**src/rtl/pe_window_buffer.sv**
```systemverilog
// rtl/pe_window_buffer.sv - circular row line buffer presenting a registered ROWS-row window
module pe_window_buffer #(
    parameter int ROW_BYTES = 26,
    parameter int DATA_W    = 8,
    parameter int ROWS      = 3
) (
    input  logic                                 PEclk,
    input  logic                                 rst_n,
    input  logic                                 en,
    input  logic                                 frame_start,
    input  logic                                 din_vld,
    input  logic [ROW_BYTES*DATA_W-1:0]          din,
    input  logic                                 win_rdy,
    output logic                                 win_vld,
    output logic [ROWS*ROW_BYTES*DATA_W-1:0]     win_data,
    output logic [$clog2(ROWS+1)-1:0]            fill_cnt,
    output logic                                 overflow
);

    localparam int ROW_W = ROW_BYTES * DATA_W;
    localparam int WIN_W = ROWS * ROW_W;
    localparam int PW    = $clog2(ROWS);
    localparam int CW    = $clog2(ROWS + 1);

    typedef enum logic {
        FILLING   = 1'b0,
        STREAMING = 1'b1
    } state_t;

    state_t            state_q;
    state_t            state_eff;
    state_t            state_nxt;
    logic [ROW_W-1:0]  rows [ROWS];
    logic [PW-1:0]     wr_ptr;
    logic [PW-1:0]     ptr_eff;
    logic [PW-1:0]     ptr_nxt;
    logic [CW-1:0]     fill_eff;
    logic [CW-1:0]     fill_nxt;
    logic              wr;
    logic              produce;
    logic              load;
    logic              drop;
    logic [WIN_W-1:0]  win_nxt;
    int                idx;

    // Next-state, pointer/fill update and window assembly; frame_start rebases the frame
    // before the same-cycle row is considered so that row becomes row 0 of the new frame.
    always_comb begin
        ptr_eff   = frame_start ? '0 : wr_ptr;
        fill_eff  = frame_start ? '0 : fill_cnt;
        state_eff = frame_start ? FILLING : state_q;
        wr        = en & din_vld;
        produce   = wr && ((state_eff == STREAMING) || (fill_eff == CW'(ROWS - 1)));
        load      = produce && (!win_vld || win_rdy);
        drop      = produce && win_vld && !win_rdy;
        ptr_nxt   = ptr_eff;
        fill_nxt  = fill_eff;
        if (wr) begin
            ptr_nxt  = (ptr_eff == PW'(ROWS - 1)) ? '0 : ptr_eff + 1'b1;
            fill_nxt = (fill_eff == CW'(ROWS)) ? fill_eff : fill_eff + 1'b1;
        end
        state_nxt = (fill_nxt == CW'(ROWS)) ? STREAMING : FILLING;
        win_nxt   = '0;
        idx       = 0;
        for (int i = 0; i < ROWS; i++) begin
            // Oldest row sits just after the slot being written; that slot takes din.
            idx = int'(ptr_eff) + 1 + i;
            if (idx >= ROWS) begin
                idx = idx - ROWS;
            end
            if (idx == int'(ptr_eff)) begin
                win_nxt[i*ROW_W +: ROW_W] = din;
            end else begin
                win_nxt[i*ROW_W +: ROW_W] = rows[PW'(idx)];
            end
        end
    end

    // State, line buffer and output window registers with asynchronous reset.
    always_ff @(posedge PEclk or negedge rst_n) begin
        if (!rst_n) begin
            state_q  <= FILLING;
            wr_ptr   <= '0;
            fill_cnt <= '0;
            overflow <= 1'b0;
            win_vld  <= 1'b0;
            win_data <= '0;
            for (int i = 0; i < ROWS; i++) begin
                rows[i] <= '0;
            end
        end else begin
            state_q  <= state_nxt;
            wr_ptr   <= ptr_nxt;
            fill_cnt <= fill_nxt;
            overflow <= (overflow & ~frame_start) | drop;
            if (wr) begin
                rows[ptr_eff] <= din;
            end
            if (load) begin
                win_data <= win_nxt;
                win_vld  <= 1'b1;
            end else if (win_vld && win_rdy) begin
                win_vld  <= 1'b0;
            end
        end
    end

endmodule

```
**config.mk**
```make
export PLATFORM = sky130hd
export DESIGN_NAME = pe_window_buffer
export DESIGN_NICKNAME = d
export VERILOG_FILES = /design/src/rtl/pe_window_buffer.sv
export SDC_FILE = /design/constraint.sdc
export NUM_CORES = 2
export LEC_CHECK = 0
export BUFFER_PORTS_ARGS = -buffer_cell sky130_fd_sc_hd__buf_4
export CAP_MARGIN = 25
export CORE_ASPECT_RATIO = 1.5
export CORE_UTILIZATION = 55
export CTS_CLUSTER_SIZE = 16
export DETAILED_ROUTE_END_ITERATION = 16
export PLACE_DENSITY = 0.75
export REMOVE_ABC_BUFFERS = 1
export SLEW_MARGIN = 20
export SYNTH_ARGS = -nofsm -noshare
export SYNTH_HDL_FRONTEND = slang
export SYNTH_SLANG_ARGS = --single-unit
export TNS_END_PERCENT = 50
```
**constraint.sdc**
```tcl
create_clock -name PEclk -period 6.28 [get_ports PEclk]
set_input_delay 1.256 -clock PEclk [delete_from_list [all_inputs] [get_ports PEclk]]
set_output_delay 1.256 -clock PEclk [all_outputs]
set_load 0.03 [all_outputs]
```
# Word level (Yosys, flattened, before mapping)
# Index checks and enable logic that the tools add are counted.
dict set report op_classes {
  n_reduce_logical 11
  bitwise 8
  magnitude_cmp 8
  add_sub_neg 8
  n_mux 28
  eq_ne 7
}
# cell count
set op_table {}
lappend op_table {{two-way mux 208 bit} 10}
lappend op_table {{binary-select mux 208 bit (select 2 bit)} 3}
lappend op_table {{bitwise mux 624 bit} 1}
lappend op_table {{demux 208 bit (select 2 bit)} 1}
lappend op_table {{== test 32 x 3 -> 1 bit} 3}
lappend op_table {{two-way mux 32 bit} 3}
lappend op_table {{>= comparator 32 x 3 -> 1 bit, second input constant} 2}
lappend op_table {{subtractor 32 x 3 -> 32 bit, second input constant} 2}
lappend op_table {{adder 32 x 2 -> 32 bit, second input constant} 1}
lappend op_table {{two-way mux 2 bit} 6}
lappend op_table {{>= comparator 2 x 3 -> 1 bit, second input constant} 3}
lappend op_table {{== test 2 bit, second input constant} 4}
lappend op_table {{logical AND 1 bit} 6}
lappend op_table {{NOT 2 bit} 3}
lappend op_table {{subtractor 4 x 2 -> 5 bit, second input constant} 1}
lappend op_table {{adder 2 x 1 -> 2 bit, second input constant} 2}
lappend op_table {{adder 3 x 2 -> 4 bit, second input constant} 1}
lappend op_table {{>= comparator 4 x 2 -> 1 bit, second input constant} 1}
lappend op_table {{two-way mux 1 bit} 4}
lappend op_table {{adder 2 x 1 -> 3 bit, second input constant} 1}
lappend op_table {{>= comparator 3 bit, second input constant} 1}
lappend op_table {{less-than comparator 3 x 1 -> 1 bit, second input constant} 1}
lappend op_table {{NOT 2 -> 3 bit} 1}
lappend op_table {{bitwise AND 1 bit} 2}
lappend op_table {{5 further kinds} 7}
dict set report totals {
  in_bits 214
  elab_cells 79
  out_inout_bits 628
  ff_bits 1255
}

# Longest topological paths before layout
dict set report logic_depth {
  ltp_word 10
  ltp_mapped 13
  ltp_nobuf 8
}

# Least setup slack after synthesis
# OpenSTA, ideal clock, no wires.
dict set report synth_timing {
  kind {input port to flip-flop}
  start {input port frame_start}
  end {register win_data[142]}
  t_required_ns 6.152
  setup_slack_ns 2.763
  setup_ns 0.128
  arrival_time_ns 3.389
  cell_stages 12
  path_buffers 6
  cell_sequence {nand2b_1 > buf_2 > inv_2 > buf_4 > buf_4 > ha_1 > buf_4 > buf_4 > clkbuf_1 > mux2_2 > a221oi_1 > o21ai_1}
}
dict set report synth_between {
  elab_chain_cells 9
  elab_cells_between_ends 17
  classes_between {2 x add/sub; 1 x order compare; 2 x eq/ne; 8 x mux; 1 x bitwise; 3 x reduce/logical}
}
# element line
set synth_lines {}
lappend synth_lines {{from (decl)} 10} ;# input logic frame_start,
lappend synth_lines {{two-way mux 2 bit} 49} ;# ptr_eff = frame_start ? '0 : wr_ptr;
lappend synth_lines {{adder 2 x 1 -> 3 bit} 67} ;# idx = int'(ptr_eff) + 1 + i;
lappend synth_lines {{subtractor 32 x 3 -> 32 bit or >= comparator 32 x 3 -> 1 bit (tied branches)} {69, 68}}
lappend synth_lines {{two-way mux 32 bit} 68} ;# if (idx >= ROWS) begin
lappend synth_lines {{NOT 2 bit (not written as such)} 74} ;# win_nxt[i*ROW_W +: ROW_W] = rows[PW'(idx)];
lappend synth_lines {{binary-select mux 208 bit (select 2 bit)} 74}
lappend synth_lines {{two-way mux 208 bit (not written as such) (2 in a row)} 74}
lappend synth_lines {{two-way mux 208 bit} 71} ;# if (idx == int'(ptr_eff)) begin
lappend synth_lines {{to (signal assigned)} 100} ;# win_data <= win_nxt;
lappend synth_lines {{to (decl)} 15} ;# output logic [ROWS*ROW_BYTES*DATA_W-1:0] win_data,
# Several ways; a longest one is shown, not always the timed one. The select of a mux whose other input is x is not followed.
# A chain may end at the register's enable or synchronous reset.

# Worst setup path after layout
dict set report layout_timing {
  start {input port frame_start}
  end {register win_data[20]}
}
# Same word-level chain as after synthesis.

==> flow_metrics.py <==
metrics = {
    "placement": {
        "portBuffers": 841,
        "globalplace.congestion": 0.876,
        "dpl.hpwl_mm": 130,
    },
    "critical_path": {
        "worst_setup_path_start_kind": "primary input",
        "critical_path.slowest_cell": "sky130_fd_sc_hd__and3_4",
        "critPathCaptureType": "register",
        "critical_path.max_stage_delay_ns": 0.86,
        "critPathKind": "primary input to register",
        "path_delay_family": "buffers and inverters",
        "cp_cell_sequence": "buf_4, nand2b_4, clkinv_2, buf_4, ha_1, nand2_1, and3_4, buf_12, buf_12, a221oi_1, o21ai_0",
        "crit_fanout": 59,
        "worst-endpoint-required_ns": 6.92,
        "critical_path_buf_inv_count": 5,
        "cp.arrival_ns": 4.97,
    },
    "detailed_routing": {
        "route.detailed.vias_per_inst": 6.65,
        "wl_per_cell_um": 26.7,
        "antenna_violating_nets_remaining": 0,
        "detail_route.wirelength_mm": 216,
        "num_vias": 53900,
        "drc": 0,
        "firstDrtPassIters": 6,
        "first_iter_violations": 4664,
    },
    "power": {
        "static-leakage-power_nw": 33.6,
        "seq_power_share": 0.426,
        "power.density_cell_area_nw_per_um2": 359,
        "net-switching-power_mw": 9.65,
        "combinational_fraction_of_design_power": 0.302,
        "internal_power_mw": 17.6,
        "clock_network_power_share": 0.272,
        "vdd_drop_max_v": 0.000249,
        "power.share.switching": 0.354,
    },
    "floorplanning": {
        "die_area_um2": 119000,
        "fp.dieW_um": 282,
        "floorplan.die.height_um": 422,
        "rows": 153,
        "placeableCoreArea_um2": 116000,
        "floorplan.io_pins": 842,
        "floorplan.initialDensity": 0.556,
    },
    "sta": {
        "final.setup_skew_ns": 0.0217,
        "post-route-min-period_ns": 4.33,
        "totalNegativeSetupSlack_ns": 0,
        "max_clock_freq_ghz": 0.231,
        "hold_ws_ns": 0.481,
        "worst_pin_slew_ns": 1.06,
        "slew_violations": 0,
        "setup_violations": 0,
        "timing_hold_violations_final": 0,
        "grt_setup_unrepaired": "false",
        "max_slew_margin": 0.295,
        "finalCritPeriodShare": 0.690,
    },
    "logic_synthesis": {
        "syn-cell-area_um2": 64700,
        "synth_top_area_cells": "sky130_fd_sc_hd__dfrtp_1 (49%), sky130_fd_sc_hd__mux2_2 (14%), sky130_fd_sc_hd__mux2i_1 (6.4%)",
        "synth-adder-area-share": 0.00155,
        "multiplexer_area_fraction_after_synthesis": 0.209,
        "synth_seq_cells": 1255,
        "post_synth_and_or_nand_nor_area_fraction": 0.0642,
        "synth_xor_area_frac": 0,
        "synth_cells": 5936,
        "complex_gate_fraction_of_the_synthesized_area": 0.200,
        "synthDominantAreaCellType": "sky130_fd_sc_hd__dfrtp_1",
        "synth-seq-area-share": 0.485,
        "synth_largest_type_area_fraction": 0.485,
        "yosys_warnings": 0,
        "syn-mean-instance-area_um2": 10.9,
        "post_synth_cell_types": 38,
        "main_combinational_cell_family_by_area_after_synthesis": "multiplexers",
    },
    "global_routing": {
        "globalRouteTotalUtil": 0.355,
        "grt_antenna_before_repair": 23,
        "grt_pass1_vias": 54200,
        "grt_max_degree": 180,
        "globalRouteOverflowTotal": 0,
        "grt_pass1_wl_mm": 328,
    },
    "clocking": {
        "tritoncts": "built",
        "clk_latency_ns": 0.74,
        "clk_pin_slew_worst_paths_ns": 0.06,
        "cts.sinks": 1255,
        "ctsRootBufferMaster": "sky130_fd_sc_hd__clkbuf_16",
        "cts-resized-gates": 0,
        "clock_tree.buffer_depth": 3,
        "htreeDepth": 3,
        "cts_hold_buffers": 0,
        "post-cts-setup-buffers": 0,
        "tritoncts_buffer_count": 118,
    },
    "outcome": {
        "outcome": "completed",
    },
    "flow_run": {
        "maxCapViolCount": 0,
    },
    "final_layout": {
        "syn2layout_area_growth_pct": 17.5,
        "layout.nets": 6669,
        "layout_cell_share_with_drive_strength_beyond_1": 0.321,
    },
    "min_path": {
        "min_path_type": "register to register",
    },
}
logic make-up (layout without fill, tap and decap cells):
logic type / Yosys count / count (layout)
AOI/OAI and AO/OA: 1881 / 1881
and+or+nand+nor: 975 / 975
muxes: 1248 / 1248
adders and majority gates: 8 / 8
other: 0 / 18
buffers and inverters: 569 / 1173
DFF: 1255 / 1255
layer usage:
| metal | track usage | up-vias | routed length (um) |
|---|---|---|---|
| met4 | 0.227 | 12 | 13300 |
| li1 | - | 22900 | - |
| met5 | 0 | - | 76 |
| met2 | 0.561 | 2830 | 102000 |
| met1 | 0.439 | 27500 | 81500 |
| met3 | 0.0793 | 670 | 19600 |
registers in the layout, summed over array words and instances (netlist names):
signal	count
fill_cnt	2
overflow	1
rows	624
state_q	1
win_data	624
win_vld	1
wr_ptr	2
final cells by class:
cell class                 instances  area, um2
fill                            9168      40400
sequential                      1255      31400
multi-input combinational       4112      30800
timing repair buffer             956       7800
clock buffer                     180       3540
tap                             1550       1940
clock inverter                    33        434
antenna                           18       45.0
inverter                           4       23.8
Yosys cell counts:
cell type	count
sky130_fd_sc_hd__o21ai_1	205
sky130_fd_sc_hd__o21a_1	208
sky130_fd_sc_hd__and2_1	3
sky130_fd_sc_hd__nor3_1	1
sky130_fd_sc_hd__nor3b_1	117
sky130_fd_sc_hd__nand2_1	631
sky130_fd_sc_hd__buf_6	14
sky130_fd_sc_hd__mux2i_1	416
sky130_fd_sc_hd__a221oi_1	92
sky130_fd_sc_hd__inv_1	1
sky130_fd_sc_hd__o2111a_1	1
sky130_fd_sc_hd__o21ai_0	630
sky130_fd_sc_hd__and3_1	1
sky130_fd_sc_hd__o211ai_1	208
sky130_fd_sc_hd__buf_1	22
sky130_fd_sc_hd__nand2b_1	3
sky130_fd_sc_hd__or2_2	1
sky130_fd_sc_hd__ha_1	8
sky130_fd_sc_hd__a211oi_1	222
sky130_fd_sc_hd__o2111ai_1	1
sky130_fd_sc_hd__nand4b_2	1
sky130_fd_sc_hd__nor2b_1	2
sky130_fd_sc_hd__a31oi_1	1
sky130_fd_sc_hd__dfrtp_1	1255
sky130_fd_sc_hd__buf_2	200
sky130_fd_sc_hd__nand3_2	1
sky130_fd_sc_hd__inv_2	3
sky130_fd_sc_hd__a211oi_2	102
sky130_fd_sc_hd__nor2_1	211
sky130_fd_sc_hd__nand3b_1	1
sky130_fd_sc_hd__nand2_2	1
sky130_fd_sc_hd__a21oi_1	2
sky130_fd_sc_hd__buf_4	33
sky130_fd_sc_hd__and4b_1	1
sky130_fd_sc_hd__clkbuf_1	296
sky130_fd_sc_hd__a22o_1	208
sky130_fd_sc_hd__a31o_2	1
sky130_fd_sc_hd__mux2_2	832
worst paths after layout:
kind | slack [ns] | cells past startpoint | startpoint | endpoint
setup / recovery | 1.95 | 11 | frame_start | win_data[20]
hold / removal | 0.48 | 2 | win_data[159] | win_data[159]
setup reg to reg | 2.20 | 10 | wr_ptr[0] | win_data[20]
hold reg to reg | 0.48 | 2 | win_data[159] | win_data[159]
max in group asynchronous | 4.25 | 2 | rst_n | rows[404]
min in group asynchronous | 0.53 | 1 | rst_n | win_data[91]
tightest hold or removal path: stages (launching register included):
cell	delay [ns]
sky130_fd_sc_hd__dfrtp_1	0.34
sky130_fd_sc_hd__nand2_1	0.04
sky130_fd_sc_hd__o21ai_0	0.06
power groups by stage:
stage               Clock (mW)  Sequential [mW]  Combinational [mW]
floorplan                    0             12.8                4.09
global placement             0             11.6                8.02
detailed placement           0             11.6                8.20
CTS                       7.49             11.5                8.23
global route              7.79             11.7                8.78
finish                    7.41             11.6                8.24
cells in the final DEF, fill, tap and decap left out, types with 92 or more instances in the layout:
master | netlist | layout
sky130_fd_sc_hd__clkbuf_16 | 0 | 119
sky130_fd_sc_hd__o21a_1 | 208 | 208
sky130_fd_sc_hd__dfrtp_1 | 1255 | 1255
sky130_fd_sc_hd__a22o_1 | 208 | 208
sky130_fd_sc_hd__nand2_1 | 631 | 628
sky130_fd_sc_hd__a211oi_2 | 102 | 102
sky130_fd_sc_hd__o21ai_0 | 630 | 630
sky130_fd_sc_hd__a221oi_1 | 92 | 92
sky130_fd_sc_hd__buf_4 | 33 | 907
sky130_fd_sc_hd__o211ai_1 | 208 | 208
sky130_fd_sc_hd__nor3b_1 | 117 | 116
sky130_fd_sc_hd__mux2_2 | 832 | 832
sky130_fd_sc_hd__a211oi_1 | 222 | 222
sky130_fd_sc_hd__o21ai_1 | 205 | 205
sky130_fd_sc_hd__mux2i_1 | 416 | 416
sky130_fd_sc_hd__nor2_1 | 211 | 210
per-stage QoR:
step           utilization  worst slack [ns]  cells  instance area, um2  total power, mW
5_1_grt              0.653              1.78   8105               76000             28.3
3_3_place_gp         0.618              1.31   7875               72000             19.6
3_5_place_dp         0.618              1.24   7876               72000             19.8
2_1_floorplan            -            -22.81   5371               62100             16.9
6_report             0.653              1.95   8108               76000             27.3
4_1_cts              0.653              1.99   8089               76000             27.2
Note: power is estimated with default switching activity, not from simulation.
